--- src/rtl/alu_spi_slave_pkg.sv ---
// Isa: shared definitions for the serial ALU endpoint.
// Holds the register width, the ALU opcode encodings, the packed operation
// packet layout {b, a, op} (op in the LSBs) and the packet width.
package Isa;

  localparam int REGISTER_SIZE = 8;

  typedef enum logic [2:0] {
    ADD = 3'd0,
    SUB = 3'd1,
    AND = 3'd2,
    OR  = 3'd3,
    XOR = 3'd4,
    SLL = 3'd5,
    SRL = 3'd6,
    SLT = 3'd7
  } AluOperation;

  localparam int OP_WIDTH = $bits(AluOperation);

  typedef struct packed {
    logic [REGISTER_SIZE-1:0] b;
    logic [REGISTER_SIZE-1:0] a;
    AluOperation              op;
  } AluPacket;

  localparam int ALU_PACKET_WIDTH = 2 * REGISTER_SIZE + OP_WIDTH;

endpackage

--- src/rtl/spi_if.sv ---
// Spi: single-clock SPI link bundle.
// sclk  - serial clock (tied to the system clock by the master)
// nss   - slave select, active low
// mosi  - master-to-slave data
// miso  - slave-to-master data
interface Spi;
  logic sclk;
  logic nss;
  logic mosi;
  logic miso;

  modport SlaveSpi (input sclk, input nss, input mosi, output miso);
  modport MasterSpi (output sclk, output nss, output mosi, input miso);
endinterface

--- src/rtl/alu_spi_slave_alu_core.sv ---
// alu_core: purely combinational ALU, (op, a, b) -> result.
// Ports:
//   op     in  OP_WIDTH       operation code (Isa::AluOperation encoding)
//   a      in  REGISTER_SIZE  first operand
//   b      in  REGISTER_SIZE  second operand / shift amount source
//   result out REGISTER_SIZE  operation result, no flags or carry
module alu_core
  import Isa::*;
#(
  parameter int REGISTER_SIZE = Isa::REGISTER_SIZE,
  parameter int OP_WIDTH      = Isa::OP_WIDTH
) (
  input  logic [OP_WIDTH-1:0]      op,
  input  logic [REGISTER_SIZE-1:0] a,
  input  logic [REGISTER_SIZE-1:0] b,
  output logic [REGISTER_SIZE-1:0] result
);

  localparam int SH_W = $clog2(REGISTER_SIZE);

  logic signed [REGISTER_SIZE-1:0] a_s;
  logic signed [REGISTER_SIZE-1:0] b_s;
  logic        [SH_W-1:0]          shamt;

  assign a_s   = a;
  assign b_s   = b;
  // Only the low bits of b select the shift; larger amounts alias.
  assign shamt = b[SH_W-1:0];

  always_comb begin
    result = '0;
    case (op)
      ADD:     result = a + b;
      SUB:     result = a - b;
      AND:     result = a & b;
      OR:      result = a | b;
      XOR:     result = a ^ b;
      SLL:     result = a << shamt;
      SRL:     result = a >> shamt;
      SLT:     result = {{(REGISTER_SIZE-1){1'b0}}, (a_s < b_s)};
      default: result = '0;
    endcase
  end

endmodule

--- src/rtl/alu_spi_slave.sv ---
// alu_spi_slave: serial ALU endpoint on the slave side of an SPI link.
// Receives {b, a, op} bit 0 first after a start bit, computes the result,
// then returns it bit 0 first after its own start bit.
// Ports:
//   i_clock  in   system clock, all state updates on posedge
//   i_reset  in   asynchronous active-high reset
//   spi      Spi.SlaveSpi (sclk unused, nss active low, mosi in, miso out)
//   o_busy   out  high whenever not idle
//   o_result out  last computed result, held until the next compute
module alu_spi_slave
  import Isa::*;
#(
  parameter int REGISTER_SIZE = Isa::REGISTER_SIZE,
  parameter int OP_WIDTH      = Isa::OP_WIDTH
) (
  input  logic                     i_clock,
  input  logic                     i_reset,
  Spi.SlaveSpi                     spi,
  output logic                     o_busy,
  output logic [REGISTER_SIZE-1:0] o_result
);

  localparam int N     = 2 * REGISTER_SIZE + OP_WIDTH;
  localparam int CNT_W = $clog2(N);
  localparam int SEL_W = $clog2(REGISTER_SIZE);

  localparam logic [CNT_W-1:0] LAST_RX = CNT_W'(N - 1);
  localparam logic [CNT_W-1:0] LAST_TX = CNT_W'(REGISTER_SIZE - 1);

  typedef enum logic [4:0] {
    IDLE       = 5'b00001,
    RECEIVING  = 5'b00010,
    COMPUTE    = 5'b00100,
    SEND_START = 5'b01000,
    SENDING    = 5'b10000
  } state_t;

  state_t                   state;
  state_t                   state_next;
  logic [CNT_W-1:0]         cnt;
  logic [CNT_W-1:0]         cnt_next;
  logic [N-1:0]             shift_in;
  logic                     rx_we;
  logic                     res_we;
  logic                     miso;
  logic [REGISTER_SIZE-1:0] alu_result;
  logic                     unused_sclk;

  assign unused_sclk = spi.sclk;

  alu_core #(
    .REGISTER_SIZE (REGISTER_SIZE),
    .OP_WIDTH      (OP_WIDTH)
  ) u_alu_core (
    .op     (shift_in[OP_WIDTH-1:0]),
    .a      (shift_in[OP_WIDTH +: REGISTER_SIZE]),
    .b      (shift_in[OP_WIDTH+REGISTER_SIZE +: REGISTER_SIZE]),
    .result (alu_result)
  );

  always_comb begin
    state_next = state;
    cnt_next   = cnt;
    rx_we      = 1'b0;
    res_we     = 1'b0;
    // Deselect abandons any frame in flight and wins over every transition.
    if (state != IDLE && spi.nss) begin
      state_next = IDLE;
      cnt_next   = '0;
    end else begin
      case (state)
        IDLE: begin
          if (!spi.nss && spi.mosi) begin
            state_next = RECEIVING;
            cnt_next   = '0;
          end
        end
        RECEIVING: begin
          rx_we = 1'b1;
          if (cnt == LAST_RX) begin
            state_next = COMPUTE;
            cnt_next   = '0;
          end else begin
            cnt_next = cnt + CNT_W'(1);
          end
        end
        COMPUTE: begin
          res_we     = 1'b1;
          state_next = SEND_START;
        end
        SEND_START: begin
          state_next = SENDING;
          cnt_next   = '0;
        end
        SENDING: begin
          if (cnt == LAST_TX) begin
            state_next = IDLE;
            cnt_next   = '0;
          end else begin
            cnt_next = cnt + CNT_W'(1);
          end
        end
        default: begin
          state_next = IDLE;
          cnt_next   = '0;
        end
      endcase
    end
  end

  // miso depends on state only; it must be 0 outside the reply so the
  // master can leave its own start state.
  always_comb begin
    miso = 1'b0;
    case (state)
      SEND_START: miso = 1'b1;
      SENDING:    miso = o_result[cnt[SEL_W-1:0]];
      default:    miso = 1'b0;
    endcase
  end

  assign spi.miso = miso;
  assign o_busy   = (state != IDLE);

  always_ff @(posedge i_clock or posedge i_reset) begin
    if (i_reset) begin
      state    <= IDLE;
      cnt      <= '0;
      shift_in <= '0;
      o_result <= '0;
    end else begin
      state <= state_next;
      cnt   <= cnt_next;
      if (rx_we) begin
        shift_in[cnt] <= spi.mosi;
      end
      if (res_we) begin
        o_result <= alu_result;
      end
    end
  end

endmodule

--- src/flat_wrapper.sv ---
// flat-port wrapper written by rule: the top's interface ports become plain ports
module alu_spi_slave_flat import Isa::*;
#(
  parameter int REGISTER_SIZE = Isa::REGISTER_SIZE,
  parameter int OP_WIDTH      = Isa::OP_WIDTH
)
  (i_clock, i_reset, o_busy, o_result, spi_sclk, spi_nss, spi_mosi, spi_miso);
  Spi spi_i ();
  input  logic i_clock;
  input  logic i_reset;
  output logic o_busy;
  output logic [REGISTER_SIZE-1:0] o_result;
  input wire logic [$bits(spi_i.sclk)-1:0] spi_sclk;
  input wire logic [$bits(spi_i.nss)-1:0] spi_nss;
  input wire logic [$bits(spi_i.mosi)-1:0] spi_mosi;
  output wire logic [$bits(spi_i.miso)-1:0] spi_miso;
  assign spi_i.sclk = spi_sclk;
  assign spi_i.nss = spi_nss;
  assign spi_i.mosi = spi_mosi;
  assign spi_miso = spi_i.miso;
  alu_spi_slave #(.REGISTER_SIZE(REGISTER_SIZE), .OP_WIDTH(OP_WIDTH)) u_core (.i_clock(i_clock), .i_reset(i_reset), .spi(spi_i), .o_busy(o_busy), .o_result(o_result));
endmodule
--- config.mk ---
export PLATFORM = sky130hd
export DESIGN_NAME = alu_spi_slave_flat
export DESIGN_NICKNAME = d
export VERILOG_FILES = /design/src/rtl/alu_spi_slave_pkg.sv /design/src/rtl/spi_if.sv /design/src/rtl/alu_spi_slave_alu_core.sv /design/src/rtl/alu_spi_slave.sv /design/src/flat_wrapper.sv
export SDC_FILE = /design/constraint.sdc
export NUM_CORES = 1
export LEC_CHECK = 0
export CAP_MARGIN = 10
export CORE_MARGIN = 4
export CORE_UTILIZATION = 40
export CTS_CLUSTER_SIZE = 24
export DETAILED_ROUTE_END_ITERATION = 7
export PLACE_DENSITY = 0.62
export SLEW_MARGIN = 20
export SYNTH_ARGS = -nofsm -noshare
export SYNTH_HDL_FRONTEND = slang
export SYNTH_HIERARCHICAL = 1
export SYNTH_SLANG_ARGS = --single-unit
--- constraint.sdc ---
create_clock -name i_clock -period 2.3 [get_ports i_clock]
set_clock_uncertainty 0.05 [all_clocks]
set_input_delay 0.46 -clock i_clock [delete_from_list [all_inputs] [get_ports i_clock]]
set_output_delay 0.46 -clock i_clock [all_outputs]
set_load 0.005 [all_outputs]
==> results.md, run 1 <==
Status:
- The run finished with clean final reports.

Global route:
- Entering global routing, the biggest net connects 38 pins.
- The first global-routing pass estimated 15400 microns of wire.
- The number of global-route vias before repair is around 3000.
- For this run, the total global-route usage over all layers was measured as 18.5%.
- The initial antenna violation count is 0.
- The remaining global-route overflow is 0.

CTS:
- The clock tree from TritonCTS is yes.
- The register clock-pin slew on the reported worst setup and hold paths is 80 ps.
- The number of hold buffers added after CTS was 0.
- The source-to-sink clock delay at the later pin of the worst-skew pair is 290 ps.
- Clock tree synthesis selected as its root buffer the cell clkbuf_8.
- The count of H-tree levels built during CTS is 2.
- Clock tree synthesis found a total of 37 sinks.
- The number of buffers added by the clock tree synthesis step is 5.
- The longest clock path from root to sink contains 2 buffers.

Floorplan:
- The number of rows created at floorplan is 34.
- For this design the top-level I/O count stands at 15.
- The die covers about 11000 sq um.
- The placeable core region is just under 9000 sq um.
- The die extent in x is 103 microns.
- The die height is 103 microns.
- Once the floorplan was initialized, standard cells occupied roughly two fifths of the core.

Flow run:
- The max capacitance violation total is 0.

Placement:
- The cell area after placement is 4190 sq um.
- The routability congestion estimate from global placement is 0.987.
- After legalization and detailed placement, the total HPWL measured between 7000 and 8000 microns.
- The number of buffers inserted by port buffering is 13.
- The worst-case setup slack after placement is -72.7 ps.

Timing:
- The final-report max-slew violation count is 0.
- The final worst slack is 39.8 ps.
- The part of the cycle the worst path needs is 98.3%.
- The hold violation count in the final report was 0.
- The relative slew slack is 60.3%.
- Setup violations remaining at the end of the flow were counted as 0.
- The minimum clock period after layout is 2260 ps.
- The total negative slack for setup checks is 0 ps.
- Timing would allow up to 442 MHz.
- Setup repair after global routing could not meet its margin everywhere.
- The transition time at the pin with the least slew margin is 589 ps.

Synthesis:
- The Yosys step of the flow raised 6 warnings.
- The main combinational cell family by area after synthesis is simple AND/OR/NAND/NOR gates.
- The share of synthesized area spent on multiplexers is 17.8%.
- The number of enable-type register cells in the synthesized netlist is 0.
- The area share of xor/xnor cells in the synthesized design is 2.64%.
- The number of register bits inferred by synthesis is 37.
- After synthesis the cells add up to 3640 sq um.
- The basic-gate share of the synthesized area counting and, or, nand and nor cells is 18.7%.
- Among all flip-flop cells after synthesis, the most frequent one is dfrtp_1.
- The number of nets handed over by synthesis was roughly 420.
- The average size of a mapped cell is approximately 9.5 sq um.
- The sequential share of the synthesized area is 25.4%.
- Summing the areas of all compound-gate instances in the mapped netlist gives between 10% and 20% of the synthesized area.
- The adder-cell share of the synthesized area is 11.4%.
- After synthesis, the netlist uses 72 different library cells.
- The fraction of registers with async set or reset after synthesis is 100%.
- Synthesis handed over a netlist of 385 instances.

Critical path:
- The cell repeated most along the worst path is nor3_2.
- The required time at the worst-slack endpoint is 2430 ps.
- Walking the worst path, the cells encountered are inv_2 > ha_4 > fa_2 > nor3_2 > nor3_2 > o31ai_4 > xnor2_1 > a211oi_2 > a21oi_1 > mux2_2.
- The worst setup path is launched from a flip-flop.
- The start-to-end type of the worst setup path is flip-flop to flip-flop.
- The master of the slowest instance on the critical path is dfrtp_1.
- For this run, the slowest stage of the critical path takes 390 ps.
- Tracing the worst setup path back leads to its startpoint at u_core/shift_in[3].
- The worst setup path is captured at a flip-flop.
- The worst reg2reg path startpoint is u_core/shift_in[3].
- The data arrival time at the worst-slack endpoint is around 2400 ps.
- The maximum net fanout on the critical path is 3.

Cells and area:
- From synthesis to final layout, the design area changed by 23.7%.
- The net count reported at finish is 490.
- The share of final-layout standard cells stronger than drive strength 1 is 35.9%.
- The number of diodes is 0.
- The number of fill cells is 797.
- The final core area utilization is 51.2%.
- The final instance area is between 4000 and 5000 sq um.

Drt:
- The via density per instance is 5.50.
- The via count of the routed design is 3093.
- Wires add up to 9650 microns.
- In the final routed layout, each cell accounts on average for 17.2 microns.
- Once detail routing completed, the nets flagged for antenna violations numbered 0.
- After detailed routing, the number of remaining DRC violations is 0.
- For this run, the detailed router's first-pass iteration total came to 4.
- The number of DRC violations after detailed-routing iteration 0 is 204.

Power:
- The cell area power density is 395 nW/um^2.
- Summed over all cells, the static leakage comes to 0.00196 uW.
- The maximum VDD drop is 0.000237 V.
- The post-route total power is 1780 uW.

Hold path:
- The kind of path behind the tightest hold check is flip-flop to flip-flop.
- The worst hold path begins at u_core/o_result[2].
[report_power, final]
group	switching [uW]	internal [uW]
Sequential	25.3	672
Combinational	292	222
Clock	245	325
[stage by stage]
stage | hold WS [ps] | instances
after global routing | 528 | 562
after floorplan | 433 | 385
after CTS | 495 | 557
final | 495 | 562
after global placement | 471 | 544
after detailed placement | 470 | 544
[layer usage]
layer	vias up	routed length, microns	track usage, %	part of all wire [%]
met1	1488	4380	25.5	45
met2	76	4700	31.2	49
met4	0	119	4.38	1.2
met3	8	445	1.88	4.6
met5	-	0	0	0
li1	1521	-	-	-
[sequential cells by signal, summed over array words and instances (netlist names)]
name / count
u_core/cnt: 5
u_core/state: 5
u_core/shift_in: 19
u_core/o_result: 8
[logic make-up after synthesis]
family / count (synthesis)
AND/OR/NAND/NOR: 125
buffers and inverters: 52
XOR/XNOR: 11
adder cells (fa/ha/maj): 32
AO/OA/AOI/OAI: 81
multiplexers: 47
flip-flops: 37
[path summary, 6_finish.rpt]
kind,to,slack [ps],cells past startpoint
setup / recovery,u_core/o_result[6],40,10
hold / removal,u_core/o_result[2],500,1
setup reg to reg,u_core/o_result[6],40,10
hold reg to reg,u_core/o_result[2],500,1
max in group asynchronous,u_core/shift_in[11],1290,3
min in group asynchronous,u_core/state[3],540,3
[placed cells by master (no fill, tap or decap), types with 11 or more instances in the layout]
master           count
mux2i_1             12
nand2_1             36
nor2_1              25
clkdlybuf4s50_1     12
a21oi_1             14
mux2_2              13
nand3_1             11
inv_1               25
dfrtp_1             33
buf_4               66
nor3_1              13
mux2_4              15
ha_1                24
[layout make-up]
type	instances	area [sq um]	area share (%)
Clock inverter	3	46.3	1.03
Timing Repair Buffer	81	643	14.3
Tap cell	108	135	3.00
Inverter	32	120	2.66
Clock buffer	5	68.8	1.53
Sequential cell	37	931	20.6
Multi-Input combinational cell	296	2560	56.9
[critical path: cells and delay by family (launching register included)]
family / cells / cell delay, ps
adder cells (fa/ha/maj): 2 / 530
AO/OA/AOI/OAI: 3 / 460
flip-flops: 1 / 390
AND/OR/NAND/NOR: 2 / 280
multiplexers: 1 / 270
XOR/XNOR: 1 / 110
buffers and inverters: 1 / 70
[synth_stat cells, types with 3 or more instances]
cell type  instances  area share, %
nor3_2             4            1.1
a22oi_1            3           0.62
nand3_1           12            1.6
ha_1              30             10
nand2_1           36            3.7
inv_2              4           0.41
o221ai_1           3           0.72
buf_2              4           0.55
mux2_2            13            4.0
nor2_1            25            2.6
nor3_4             3            1.3
inv_1             28            2.9
o21ai_0           12            1.6
dfrtp_1           36             25
mux2_4            15            6.2
a31oi_1            4           0.69
mux4_2             7            4.3
nand2b_1           4           0.69
buf_4              5            1.0
o21ai_1            5           0.69
nor3b_1            3           0.62
a21oi_1           16            2.2
xnor2_1            7            1.7
xor2_1             4           0.96
a32oi_1            3           0.72
nor3_1            13            1.8
o22ai_1            6            1.0
mux2i_1           12            3.3
buf_6              7            2.2
nor2b_1            8            1.4
nand4_1            4           0.69
[what timing repair did]
item / 4_1_cts / 5_1_grt
gates cloned: 0 / 0
gates resized for setup: 12 / 24
endpoints found under the setup margin: 6 / 9
pin swaps: 7 / 20
setup buffers: 5 / 6
(Power assumes the default switching activity.)
==> run 2, diff against run 1 <==
- CTS_CLUSTER_SIZE: 24 -> default
==> results of run 2 <==
The final DEF is identical to that of run 1; final timing and power are the same.
==> run 3, diff against run 2 <==
- CTS_CLUSTER_DIAMETER: default -> 120
- PLACE_DENSITY: 0.62 -> 0.59
- clock period: 2.3 -> 2.7 ns (I/O delays scaled with it)
==> run 3 against run 2 <==
Against the previous run: flip-flop and latch count unchanged; final area down 11%; critical endpoint is now spi_miso; total power down 22%; final cell count down 8.0%.
==> results.md, run 3 (synthesis gave the netlist of run 1 again) <==
Status:
- The run finished with clean final reports.

Critical path:
- For the worst setup path, the data required time is 2110 ps.
- The signal on the critical path passes through mux4_2 > o2111ai_1 > a21boi_0 > clkdlybuf4s50_1.
- The start-to-end type of the worst setup path is flip-flop to output port.
- The sum of buffers and inverters on the critical path is 1.
- STA puts the critical path data arrival time at 1970 ps.
- In this run the worst path has a maximum fanout of 4.
- The type of element capturing the critical path is an output port.
- The master of the slowest instance on the critical path is mux4_2.
- STA classifies the critical path startpoint as a flip-flop.
- On the worst path, the slowest cell contributes a delay of 520 ps.
- On the critical path the largest part of the delay comes from multiplexers.

Global route:
- The largest net degree at the start of global routing is 38.
- The wire length of the first global-routing pass is 15300 microns.
- After global routing the overflow that remains totals 0.
- The number of global-route vias before repair is 2862.
- The overall track demand over capacity in global routing is 18.3%.
- The initial antenna violation count is 0.

Drt:
- Once detail routing completed, the nets flagged for antenna violations numbered 0.
- After detailed routing, the average wire length per cell comes to 17.9 microns.
- The detailed-routed wire length on met3 is 381 microns.
- The pre-antenna-repair detailed-routing pass consisted of 4 iterations.
- The residual DRC count is 0.
- The highest layer used for signal routing is met4.
- The routed layout has 2943 vias.
- In the final routing, the length of wire on met1 measures around 4400 microns.
- For this block, the initial DRC count from the detailed router was roughly 150.
- The total met2 wirelength after detailed routing is 4310 microns.
- The final layout contains routed wiring with a total length of 9270 microns.
- Dividing the detail-routed via count by the number of cells gives about 5.7.

Cells and area:
- Relative to the synthesized area, the layout overhead comes to 10.1%.
- The top cell types in the final layout, fill and taps aside, are nand2_1, dfrtp_1, ha_1, inv_1, nor2_1.
- The largest registers in the layout are u_core/shift_in x19, u_core/o_result x8.
- The number of flip-flops under the largest register name is 19.
- Summing all multi-input logic gate instances after layout gives approximately 2400 sq um.
- Ranked by flip-flop count, first place goes to u_core/shift_in.
- The final layout contains ~450 nets.
- The number of fill cells is 853.
- The number of antenna diodes in the final layout is 0.
- The share of final-layout standard cells stronger than drive strength 1 is 22.0%.
- The register area is 928 sq um.
- The library cell used most frequently in the layout, excluding fill and tap cells, is nand2_1.
- The final core area utilization is 45.6%.

Timing:
- The final-report max-slew violation count is 0.
- The transition time at the pin with the least slew margin is 583 ps.
- Hold is met by approximately 490 ps.
- Summed over all failing endpoints, the final setup total negative slack is 0 ps.
- Headroom to the max-slew limit came out at 60.8%.
- The hold violation count in the final report came to 0.
- For the finished layout, the period the worst path requires is 2560 ps.
- The top achievable clock speed is 390 MHz.
- Setup repair after global routing left no endpoint under its margin.
- The final critical path takes up 94.9% of the cycle.
- The number of setup violations in the final report is 0.

Placement:
- After legalization and detailed placement, the total HPWL measured 7200 microns.
- The number of buffers inserted by port buffering is 13.
- Routability-driven placement finished with a final weighted congestion of slightly above 0.9.

Flow run:
- The max capacitance violation total is 0.

CTS:
- The cts-stage hold buffer count is 0.
- The clock tree from TritonCTS is yes.
- The count of H-tree levels built during CTS is 2.
- The register clock-pin slew on the reported worst setup and hold paths is roughly 80 ps.
- Clock latency on the worst-skew pair, taken at its later pin, is 290 ps.
- The cell at the root of the clock tree is clkbuf_8.
- Counting along the longest clock path gives a buffer depth of 2.
- The number of clock sinks seen by CTS is 37.
- The number of buffers added by the clock tree synthesis step is 5.

Floorplan:
- Measured along the y axis, the die boundary spans 103 microns.
- The floorplan has 34 rows.
- The total area inside the core boundary comes to 8810 sq um.
- Once the floorplan was initialized, standard cells occupied about two fifths of the core.
- The die footprint is 10700 sq um.
- 15 I/O pins were placed.
- Measured along the x axis, the die boundary spans 103 microns.

Power:
- Summed over all cells, the static leakage comes to approximately 0.0017 uW.
- In this run the power density over the cells is 344 nW/um^2.
- The maximum VDD drop is 0.000235 V.

Hold path:
- The kind of path behind the tightest hold check is flip-flop to flip-flop.
==> run 3: cell count changes in the layout (fill, tap and decap cells not counted), moves of 3 or more <==
| cell | change |
|---|---|
| inv_2 | -3 |
| ha_1 | +6 |
| ha_4 | -4 |
| inv_1 | +3 |
| buf_4 | -43 |
==> run 3: per-stage QoR <==
stage / total power (uW) / instance area (sq um) / setup slack [ps] / std cells
6_report: 1380 / 4010 / 139 / 517
5_1_grt: 1460 / 4010 / 46.5 / 517
4_1_cts: 1390 / 4010 / 61.1 / 517
3_5_place_dp: 983 / 3910 / 180 / 509
3_3_place_gp: 982 / 3910 / 237 / 509
2_1_floorplan: 861 / 3640 / 213 / 385
==> run 3: power breakdown <==
part / total [uW] / switching, uW / leakage [uW] / internal (uW)
registers: 615 / 42.9 / 0.000510 / 572
clock network: 403 / 196 / 0.0000512 / 207
logic: 364 / 203 / 0.00115 / 160
==> run 3: metal layers <==
layer  GRT usage, %  vias up
met4           5.08        0
li1               -     1433
met5              0        -
met1           26.6     1414
met3           1.88       14
met2           29.0       82
==> run 3: cell type report <==
type / instances / share of cell area [%]
clock buffers: 6 / 2.06
clock inverters: 2 / 0.343
inverters: 32 / 2.99
multi-input cells: 296 / 60.5
flip-flops and latches: 37 / 23.1
well taps: 108 / 3.37
repair buffers: 36 / 7.55
==> run 3: worst paths after layout <==
check	endpoint	slack, ps	start	depth (start not counted)
max in group asynchronous	u_core/cnt[0]	1640	i_reset	3
worst min register to register	u_core/o_result[2]	490	u_core/o_result[2]	1
worst min-delay path	u_core/o_result[2]	490	u_core/o_result[2]	1
min in group asynchronous	u_core/o_result[2]	610	i_reset	3
worst max register to register	u_core/o_result[7]	160	u_core/shift_in[12]	9
worst max-delay path	spi_miso	140	u_core/cnt[0]	4
==> run 3: repair_timing <==
action                     CTS  global route
buffers inserted             0             0
setup endpoints to repair    0             1
resized for setup            0             1
